File: src/rtl/pipe_hazard_ctrl_if.sv
// ID-stage register usage in, forwarding selects / interlock / stall count out.
interface pipe_hazard_ctrl_if #(
  parameter int CNT_W = 16
);
  logic [4:0]       drs;
  logic [4:0]       drt;
  logic             duse_rs;
  logic             duse_rt;
  logic             dwreg;
  logic             dm2reg;
  logic [4:0]       drn;
  logic [1:0]       fwda;
  logic [1:0]       fwdb;
  logic             wpcir;
  logic             dbubble;
  logic             ewreg_s;
  logic             em2reg_s;
  logic [4:0]       ern_s;
  logic             mwreg_s;
  logic             mm2reg_s;
  logic [4:0]       mrn_s;
  logic [CNT_W-1:0] stall_cnt;

  modport master (
    output drs, drt, duse_rs, duse_rt, dwreg, dm2reg, drn,
    input  fwda, fwdb, wpcir, dbubble,
           ewreg_s, em2reg_s, ern_s, mwreg_s, mm2reg_s, mrn_s, stall_cnt
  );

  modport slave (
    input  drs, drt, duse_rs, duse_rt, dwreg, dm2reg, drn,
    output fwda, fwdb, wpcir, dbubble,
           ewreg_s, em2reg_s, ern_s, mwreg_s, mm2reg_s, mrn_s, stall_cnt
  );
endinterface

File: src/rtl/pipe_hazard_ctrl.sv
// Load-use interlock and E/M forwarding control with shadow E/M write-back
// fields and a saturating stall-cycle counter.
module pipe_hazard_lane (
  input  logic       use_i,
  input  logic [4:0] rn_i,
  input  logic       ewreg_i,
  input  logic       em2reg_i,
  input  logic [4:0] ern_i,
  input  logic       mwreg_i,
  input  logic       mm2reg_i,
  input  logic [4:0] mrn_i,
  output logic       e_hit_o,
  output logic [1:0] sel_o
);
  logic m_hit;

  // r0 is hardwired zero, so a zero destination never matches
  assign e_hit_o = use_i & ewreg_i & (ern_i != 5'd0) & (ern_i == rn_i);
  assign m_hit   = use_i & mwreg_i & (mrn_i != 5'd0) & (mrn_i == rn_i);

  always_comb begin
    sel_o = 2'b00;
    if (e_hit_o && !em2reg_i) sel_o = 2'b01;
    else if (m_hit)           sel_o = mm2reg_i ? 2'b11 : 2'b10;
  end
endmodule

module pipe_hazard_ctrl #(
  parameter int CNT_W = 16
) (
  input logic              clk,
  input logic              clrn,
  pipe_hazard_ctrl_if.slave bus
);
  localparam int NUM_OPS = 2;

  logic             ewreg_q, ewreg_d;
  logic             em2reg_q, em2reg_d;
  logic [4:0]       ern_q, ern_d;
  logic             mwreg_q, mwreg_d;
  logic             mm2reg_q, mm2reg_d;
  logic [4:0]       mrn_q, mrn_d;
  logic [CNT_W-1:0] cnt_q, cnt_d;

  logic [NUM_OPS-1:0][4:0] op_rn;
  logic [NUM_OPS-1:0]      op_use;
  logic [NUM_OPS-1:0]      op_ehit;
  logic [NUM_OPS-1:0][1:0] op_sel;
  logic                    lu;

  assign op_rn  = {bus.drt, bus.drs};
  assign op_use = {bus.duse_rt, bus.duse_rs};

  for (genvar g = 0; g < NUM_OPS; g++) begin : g_op
    pipe_hazard_lane u_lane (
      .use_i    (op_use[g]),
      .rn_i     (op_rn[g]),
      .ewreg_i  (ewreg_q),
      .em2reg_i (em2reg_q),
      .ern_i    (ern_q),
      .mwreg_i  (mwreg_q),
      .mm2reg_i (mm2reg_q),
      .mrn_i    (mrn_q),
      .e_hit_o  (op_ehit[g]),
      .sel_o    (op_sel[g])
    );
  end

  // Only a load still in E cannot be forwarded; both operands share one stall
  assign lu = (|op_ehit) & em2reg_q;

  always_comb begin
    mwreg_d  = ewreg_q;
    mm2reg_d = em2reg_q;
    mrn_d    = ern_q;
    ewreg_d  = lu ? 1'b0 : bus.dwreg;
    em2reg_d = lu ? 1'b0 : bus.dm2reg;
    ern_d    = lu ? 5'd0 : bus.drn;
    cnt_d    = cnt_q;
    if (lu && !(&cnt_q)) cnt_d = cnt_q + 1'b1;
  end

  always_ff @(posedge clk) begin
    if (!clrn) begin
      ewreg_q  <= 1'b0;
      em2reg_q <= 1'b0;
      ern_q    <= 5'd0;
      mwreg_q  <= 1'b0;
      mm2reg_q <= 1'b0;
      mrn_q    <= 5'd0;
      cnt_q    <= '0;
    end else begin
      ewreg_q  <= ewreg_d;
      em2reg_q <= em2reg_d;
      ern_q    <= ern_d;
      mwreg_q  <= mwreg_d;
      mm2reg_q <= mm2reg_d;
      mrn_q    <= mrn_d;
      cnt_q    <= cnt_d;
    end
  end

  assign bus.fwda      = op_sel[0];
  assign bus.fwdb      = op_sel[1];
  assign bus.wpcir     = ~lu;
  assign bus.dbubble   = lu;
  assign bus.ewreg_s   = ewreg_q;
  assign bus.em2reg_s  = em2reg_q;
  assign bus.ern_s     = ern_q;
  assign bus.mwreg_s   = mwreg_q;
  assign bus.mm2reg_s  = mm2reg_q;
  assign bus.mrn_s     = mrn_q;
  assign bus.stall_cnt = cnt_q;
endmodule

File: src/flat_wrapper.sv
// flat-port wrapper written by rule: the top's interface ports become plain ports
module pipe_hazard_ctrl_flat 
#(
  parameter int CNT_W = 16
)
  (clk, clrn, bus_drs, bus_drt, bus_duse_rs, bus_duse_rt, bus_dwreg, bus_dm2reg, bus_drn, bus_fwda, bus_fwdb, bus_wpcir, bus_dbubble, bus_ewreg_s, bus_em2reg_s, bus_ern_s, bus_mwreg_s, bus_mm2reg_s, bus_mrn_s, bus_stall_cnt);
  pipe_hazard_ctrl_if #(.CNT_W(CNT_W)) bus_i ();
  input logic clk;
  input logic clrn;
  input wire logic [$bits(bus_i.drs)-1:0] bus_drs;
  input wire logic [$bits(bus_i.drt)-1:0] bus_drt;
  input wire logic [$bits(bus_i.duse_rs)-1:0] bus_duse_rs;
  input wire logic [$bits(bus_i.duse_rt)-1:0] bus_duse_rt;
  input wire logic [$bits(bus_i.dwreg)-1:0] bus_dwreg;
  input wire logic [$bits(bus_i.dm2reg)-1:0] bus_dm2reg;
  input wire logic [$bits(bus_i.drn)-1:0] bus_drn;
  output wire logic [$bits(bus_i.fwda)-1:0] bus_fwda;
  output wire logic [$bits(bus_i.fwdb)-1:0] bus_fwdb;
  output wire logic [$bits(bus_i.wpcir)-1:0] bus_wpcir;
  output wire logic [$bits(bus_i.dbubble)-1:0] bus_dbubble;
  output wire logic [$bits(bus_i.ewreg_s)-1:0] bus_ewreg_s;
  output wire logic [$bits(bus_i.em2reg_s)-1:0] bus_em2reg_s;
  output wire logic [$bits(bus_i.ern_s)-1:0] bus_ern_s;
  output wire logic [$bits(bus_i.mwreg_s)-1:0] bus_mwreg_s;
  output wire logic [$bits(bus_i.mm2reg_s)-1:0] bus_mm2reg_s;
  output wire logic [$bits(bus_i.mrn_s)-1:0] bus_mrn_s;
  output wire logic [$bits(bus_i.stall_cnt)-1:0] bus_stall_cnt;
  assign bus_i.drs = bus_drs;
  assign bus_i.drt = bus_drt;
  assign bus_i.duse_rs = bus_duse_rs;
  assign bus_i.duse_rt = bus_duse_rt;
  assign bus_i.dwreg = bus_dwreg;
  assign bus_i.dm2reg = bus_dm2reg;
  assign bus_i.drn = bus_drn;
  assign bus_fwda = bus_i.fwda;
  assign bus_fwdb = bus_i.fwdb;
  assign bus_wpcir = bus_i.wpcir;
  assign bus_dbubble = bus_i.dbubble;
  assign bus_ewreg_s = bus_i.ewreg_s;
  assign bus_em2reg_s = bus_i.em2reg_s;
  assign bus_ern_s = bus_i.ern_s;
  assign bus_mwreg_s = bus_i.mwreg_s;
  assign bus_mm2reg_s = bus_i.mm2reg_s;
  assign bus_mrn_s = bus_i.mrn_s;
  assign bus_stall_cnt = bus_i.stall_cnt;
  pipe_hazard_ctrl #(.CNT_W(CNT_W)) u_core (.clk(clk), .clrn(clrn), .bus(bus_i));
endmodule
File: config.mk
export PLATFORM = sky130hd
export DESIGN_NAME = pipe_hazard_ctrl_flat
export DESIGN_NICKNAME = d
export VERILOG_FILES = /design/src/rtl/pipe_hazard_ctrl_if.sv /design/src/rtl/pipe_hazard_ctrl.sv /design/src/flat_wrapper.sv
export SDC_FILE = /design/constraint.sdc
export NUM_CORES = 1
export LEC_CHECK = 0
export CORE_MARGIN = 10
export CORE_UTILIZATION = 35
export CTS_CLUSTER_DIAMETER = 100
export DETAILED_ROUTE_END_ITERATION = 16
export DONT_BUFFER_PORTS = 1
export GPL_ROUTABILITY_DRIVEN = 0
export GPL_TIMING_DRIVEN = 0
export PLACE_DENSITY_LB_ADDON = 0.15
export SYNTH_ARGS = -nofsm -noshare
export SYNTH_HDL_FRONTEND = slang
export SYNTH_SLANG_ARGS = --single-unit
export TNS_END_PERCENT = 5
File: constraint.sdc
create_clock -name clk -period 3.45 [get_ports clk]
set_input_delay 0.8625 -clock clk [delete_from_list [all_inputs] [get_ports clk]]
set_output_delay 0.8625 -clock clk [all_outputs]
set_load 0.03 [all_outputs]
## Yosys cells after proc, flatten, opt, wreduce, memory -nomap -nowiden

Index checks and enable logic that the tools add are counted.

| operators by class | value |
|---|---|
| bitwise gates (word level) | 15 |
| $add $sub $neg | 1 |
| muxes and demuxes | 5 |
| equality and inequality tests | 4 |
| reductions and logical operators | 10 |

Operator list:

| operator | number |
|---|---|
| $eq 5x5->1 | 4 |
| $add 16x1->16 const B | 1 |
| $reduce_and 16->1 | 1 |
| $and 1x1->1 | 13 |
| $reduce_bool 5->1 | 2 |
| $mux 2 | 4 |
| $reduce_or 2->1 | 2 |
| $logic_and 1x1->1 | 3 |
| $logic_not 1->1 | 2 |
| $not 1->1 | 2 |
| $mux 1 | 1 |

| storage, ports and cells | value |
|---|---|
| register bits after elaboration | 30 |
| logic and storage cells | 42 |
| input port bits | 21 |

## Logic depth before layout (Yosys ltp)

| depth | value |
|---|---|
| depth after elaboration | 6 |
| gate-level depth with buffers | 8 |
| gate-level depth less buffers | 6 |

## Modules after synthesis

Synthesis repeated with hierarchy kept, for this count alone.

| unflattened totals | value |
|---|---|
| cell total of the unflattened synthesis | 181 |
| area total of the unflattened synthesis | 1546.5 µm² |

Modules (own cells, without submodules):

| module | instances | area each (µm²) | sequential area each (µm²) | cells each |
|---|---|---|---|---|
| pipe_hazard_ctrl | 1 | 1211.2 | 600.6 | 133 |
| pipe_hazard_lane | 2 | 167.7 | 0.0 | 24 |

## Least setup slack after synthesis

Ideal clock, no wire load.

| timing path | value |
|---|---|
| kind | input port to output port |
| start point | in bus_drs[1] |
| end point | out bus_dbubble |
| setup slack | 0.281 ns |
| required time | 2.588 ns |
| arrival | 2.306 ns |
| cell stages on the path | 7 |
| path through | xor2_1 nor4_1 and3_2 o21bai_4 buf_6 clkbuf_1 inv_1 |

| between the ends | value |
|---|---|
| word-level cells in the longest chain between the ends | 4 |

Ends and longest elaborated chain:

| element | line | text |
|---|---|---|
| start, declared | flat_wrapper.sv:10 | `input wire logic [$bits(bus_i.drs)-1:0] bus_drs;` |
| $eq 5x5->1 | pipe_hazard_ctrl.sv:18 | `assign e_hit_o = use_i & ewreg_i & (ern_i != 5'd0) & (ern_i == rn_i);` |
| $and 1x1->1 | pipe_hazard_ctrl.sv:18 |  |
| $reduce_or 2->1 | pipe_hazard_ctrl.sv:70 | `assign lu = (\|op_ehit) & em2reg_q;` |
| $and 1x1->1 | pipe_hazard_ctrl.sv:70 |  |
| end, declared | flat_wrapper.sv:20 | `output wire logic [$bits(bus_i.dbubble)-1:0] bus_dbubble;` |

Every way passes these cells.

## Final worst setup path

| timing path | value |
|---|---|
| start point | reg u_core.ern_q[4] (netlist: u_core.bus.ern_s[4]) |
| end point | out bus_dbubble |

| between the ends | value |
|---|---|
| word-level cells in the longest chain between the ends | 5 |

Ends and longest elaborated chain:

| element | line | text |
|---|---|---|
| start, declared | pipe_hazard_ctrl.sv:39 | `logic [4:0] ern_q, ern_d;` |
| start signal, assigned | pipe_hazard_ctrl.sv:95 | `ern_q <= ern_d;` |
| $reduce_bool 5->1 | pipe_hazard_ctrl.sv:18 |  |
| $and 1x1->1 (2 in series) | pipe_hazard_ctrl.sv:18 |  |
| $reduce_or 2->1 * | pipe_hazard_ctrl.sv:70 |  |
| $and 1x1->1 * | pipe_hazard_ctrl.sv:70 |  |

Mark *: on every way between the ends. The rest lies on a longest branch, timed or not.

==> results.sh <==
export IMPL_min_to="u_core.bus.mrn_s[1]"
export IMPL_syn2layout_area_growth_pct=10.3
export IMPL_reg2regPathDepth=7
export IMPL_grt_use_total_pct=11.5
export IMPL_fin_crit_sh_pct=96.2
export IMPL_grt_max_degree=11
export IMPL_io_buffers=0
export IMPL_crit_fanout=10
export IMPL_core_area_sq_um=4320
export IMPL_setup_viol=0
export IMPL_endpoint_kind="output pin"
export IMPL_holdWs_ns=0.618
export IMPL_crit_arrival_ns=2.46
export IMPL_diodes=0
export IMPL_final_max_slew_viol_count=0
export IMPL_clock_latency_ns=0.27
export IMPL_fmax_ghz=0.301
export IMPL_min_path_cells=1
export IMPL_drt_wirelength_per_cell_um=19.2
export IMPL_cellInternalPower_w=0.000534
export IMPL_max_stage_delay_ns=0.62
export IMPL_rsz0062_at_grt="false"
export IMPL_syn_inst=176
export IMPL_cts_buffers=5
export IMPL_cts_tree="yes"
export IMPL_drc_errors=0
export IMPL_path_delay_family="buffers and inverters"
export IMPL_r2r_slack_ns=1.01
export IMPL_crit_type="reg -> out"
export IMPL_clk_root_buffer_cell="clkbuf_8"
export IMPL_hold_path_class="reg -> reg"
export IMPL_peakVddDrop_v=0.000194
export IMPL_start_kind="flop"
export IMPL_h_tree_depth=2
export IMPL_place_detailed_hpwl_um=3540
export IMPL_clock_sinks=30
export IMPL_reg2reg_from="u_core.bus.stall_cnt[0]"
export IMPL_fin_setup_tns_ns=0
export IMPL_ios=57
export IMPL_drt_wl_total_um=4530
export IMPL_drive_gt1_share_pct=7.61
export IMPL_antenna_found_initial=0
export IMPL_drtAntennaViolNets=0
export IMPL_yosysWarnings=0
export IMPL_clkPwrFrac_pct=40.4
export IMPL_die_area_sq_um=7460
export IMPL_vias=1357
export IMPL_synth_seq_cells=30
export IMPL_avgViaCountPerCell=5.75
export IMPL_gr_total_overflow=0
export IMPL_core_rowCount=24
export IMPL_crit_buf_inv=3
export IMPL_clock_skew_ns=0.00482
export IMPL_die_x_um=86.4
export IMPL_grt_first_pass_wirelength_um=7130
export IMPL_nets=205
export IMPL_dr_first_iter_drc_count=116
export IMPL_p_comb_share_pct=5.2
export IMPL_critPathSlowestCell="dfxtp_1"
export IMPL_power_leakage_nw=0.620
export IMPL_fp_dieH_um=86.4
export IMPL_synth_cell_types=31
export IMPL_hold_buffers=0
export IMPL_switchingPower_w=0.000169
export IMPL_relSlewSlack_pct=35.7
export IMPL_critPathRequiredTime_ns=2.59
export IMPL_syn_avg_cell_area_sq_um=8.77
export IMPL_drtPass1Iterations=4
export IMPL_worst_pin_slew_ns=0.958
export IMPL_switching_share_pct=24.1
export IMPL_grt_pass1_vias=1322
export IMPL_start_util_pct=35.7
export IMPL_clk_pin_slew_worst_paths_ns=0.06
export IMPL_cts_buffer_depth=2
export IMPL_hold_viol=0
export IMPL_synth_nets=198
export IMPL_fin_crit_ns=3.32
export IMPL_post_cts_buffers=0
export IMPL_crit_chain="xor2_1 > nor4_1 > and3_1 > o21bai_4 > buf_6 > clkbuf_2 > inv_1"
export IMPL_min_delay_start="u_core.bus.ern_s[1]"
export IMPL_yosysSeqAreaShare_pct=38.9
export IMPL_p_seq_share_pct=54.4
export IMPL_startpoint="u_core.bus.ern_s[4]"
export IMPL_p_per_area_nw_per_um2=413
export IMPL_synthesis_area_sq_um=1540
export IMPL_rr_endpoint="u_core.bus.stall_cnt[3]"
export IMPL_drv_cap=0
export IMPL_status="completed"
[power groups by stage]
stage / registers [W] / logic (W) / clock network [W]
after floorplan: 0.000386 / 0.0000306 / 0
after global placement: 0.000390 / 0.0000358 / 0
after detailed placement: 0.000390 / 0.0000369 / 0
after CTS: 0.000383 / 0.0000371 / 0.000291
after global routing: 0.000384 / 0.0000410 / 0.000308
final: 0.000383 / 0.0000366 / 0.000284
[cells by family (layout without fill, tap and decap cells)]
family / count (synthesis) / after routing / synth area share, %
AOI/OAI and AO/OA: 33 / 33 / 14.2
xor gates and xnor gates: 20 / 20 / 11.4
adders and majority gates: 1 / 1 / 0.811
buffers and inverters: 12 / 20 / 3.57
DFF: 30 / 30 / 38.9
muxes: 2 / 2 / 1.30
and+or+nand+nor: 78 / 78 / 29.8
[placed cells by master (no fill, tap or decap), types with 3 or more instances in the layout]
master and count:
or4_1 9, nor3_1 3, and2_1 9, or3_1 6, and4_1 3, nor4_1 6, o21ai_0 5, o31ai_1 9
clkbuf_8 6, clkbuf_1 5, nand2_1 9, nand2b_1 4, inv_1 4, dfxtp_1 29, nor2_1 5, a21oi_1 12
nand3_1 9, and3_1 9, xor2_1 16, nand4_1 3, xnor2_1 4
[stage by stage]
stage	cells	total power, W	util, %	instance area [sq um]	worst slack [ns]
2_1_floorplan	176	0.000416	-	1540	0.281
3_3_place_gp	228	0.000426	37.2	1610	0.0125
3_5_place_dp	228	0.000427	37.2	1610	-0.0184
4_1_cts	236	0.000711	39.3	1700	0.0919
5_1_grt	236	0.000732	39.4	1700	0.00310
6_report	236	0.000703	39.4	1700	0.131
[final cells by class]
type / count / area, sq um
plain buffers: 8 / 41.3
clock buffers: 7 / 86.3
clock inverters: 1 / 5.00
fillers: 457 / 2620
inverters: 4 / 15.0
multi-input cells: 134 / 887
flip-flops and latches: 30 / 602
well taps: 52 / 65.1
[sequential cells by signal, summed over array words and instances (netlist names)]
register              flops
u_core.bus.em2reg_s       1
u_core.bus.ern_s          5
u_core.bus.ewreg_s        1
u_core.bus.mm2reg_s       1
u_core.bus.mrn_s          5
u_core.bus.mwreg_s        1
u_core.bus.stall_cnt     16
[per-layer routing]
layer,wire length [um],vias up,part of all wire (%),track usage [%]
met2,2260,44,50,19.3
met5,0,-,0,0
met4,43,0,0.95,2.36
li1,-,659,-,-
met3,501,4,11,6.38
met1,1720,650,38,12.6
[what timing repair did]
action	in CTS	in global routing
resized for setup	1	1
setup endpoints to repair	1	1
hold endpoints to repair	0	0
[cell usage after synthesis (all sizes together)]
cell type | number | area share (%)
and4 | 3 | 1.7
nor3b | 2 | 0.97
o21bai | 1 | 1.2
and2 | 9 | 3.6
or4 | 9 | 4.4
nand4 | 3 | 1.2
o211ai | 2 | 0.97
mux2i | 2 | 1.3
o21ai | 5 | 1.6
o31ai | 9 | 4.4
clkbuf | 5 | 1.2
inv | 4 | 0.97
ha | 1 | 0.81
o41ai | 1 | 0.57
nor3 | 3 | 0.97
nor4 | 6 | 2.4
xor2 | 16 | 9.1
and3 | 10 | 4.1
o311ai | 1 | 0.57
dfxtp | 30 | 39
xnor2 | 4 | 2.3
buf | 3 | 1.4
nand3 | 9 | 2.9
or3 | 6 | 2.4
nand2 | 9 | 2.2
nor2 | 5 | 1.2
nand2b | 4 | 1.6
a21o | 2 | 0.97
a21oi | 12 | 3.9
[worst max-delay path by stage]
| stage | depth (start not counted) | to | slack [ns] |
|---|---|---|---|
| after floorplan | 7 | bus_dbubble | 0.28 |
| after global placement | 7 | bus_dbubble | 0.01 |
| after detailed placement | 7 | bus_dbubble | -0.02 |
| after CTS | 7 | bus_dbubble | 0.09 |
| after global routing | 7 | bus_dbubble | 0.003 |
| final | 7 | bus_dbubble | 0.13 |
[worst register-to-register path, cell delays in order, from the launching register on]
cell	delay [ns]
dfxtp_1	0.63
ha_1	0.37
nand4_1	0.15
nor2_1	0.28
clkbuf_1	0.38
buf_2	0.31
o31ai_1	0.10
a21oi_1	0.15
Note: power is estimated with default switching activity, not from simulation.
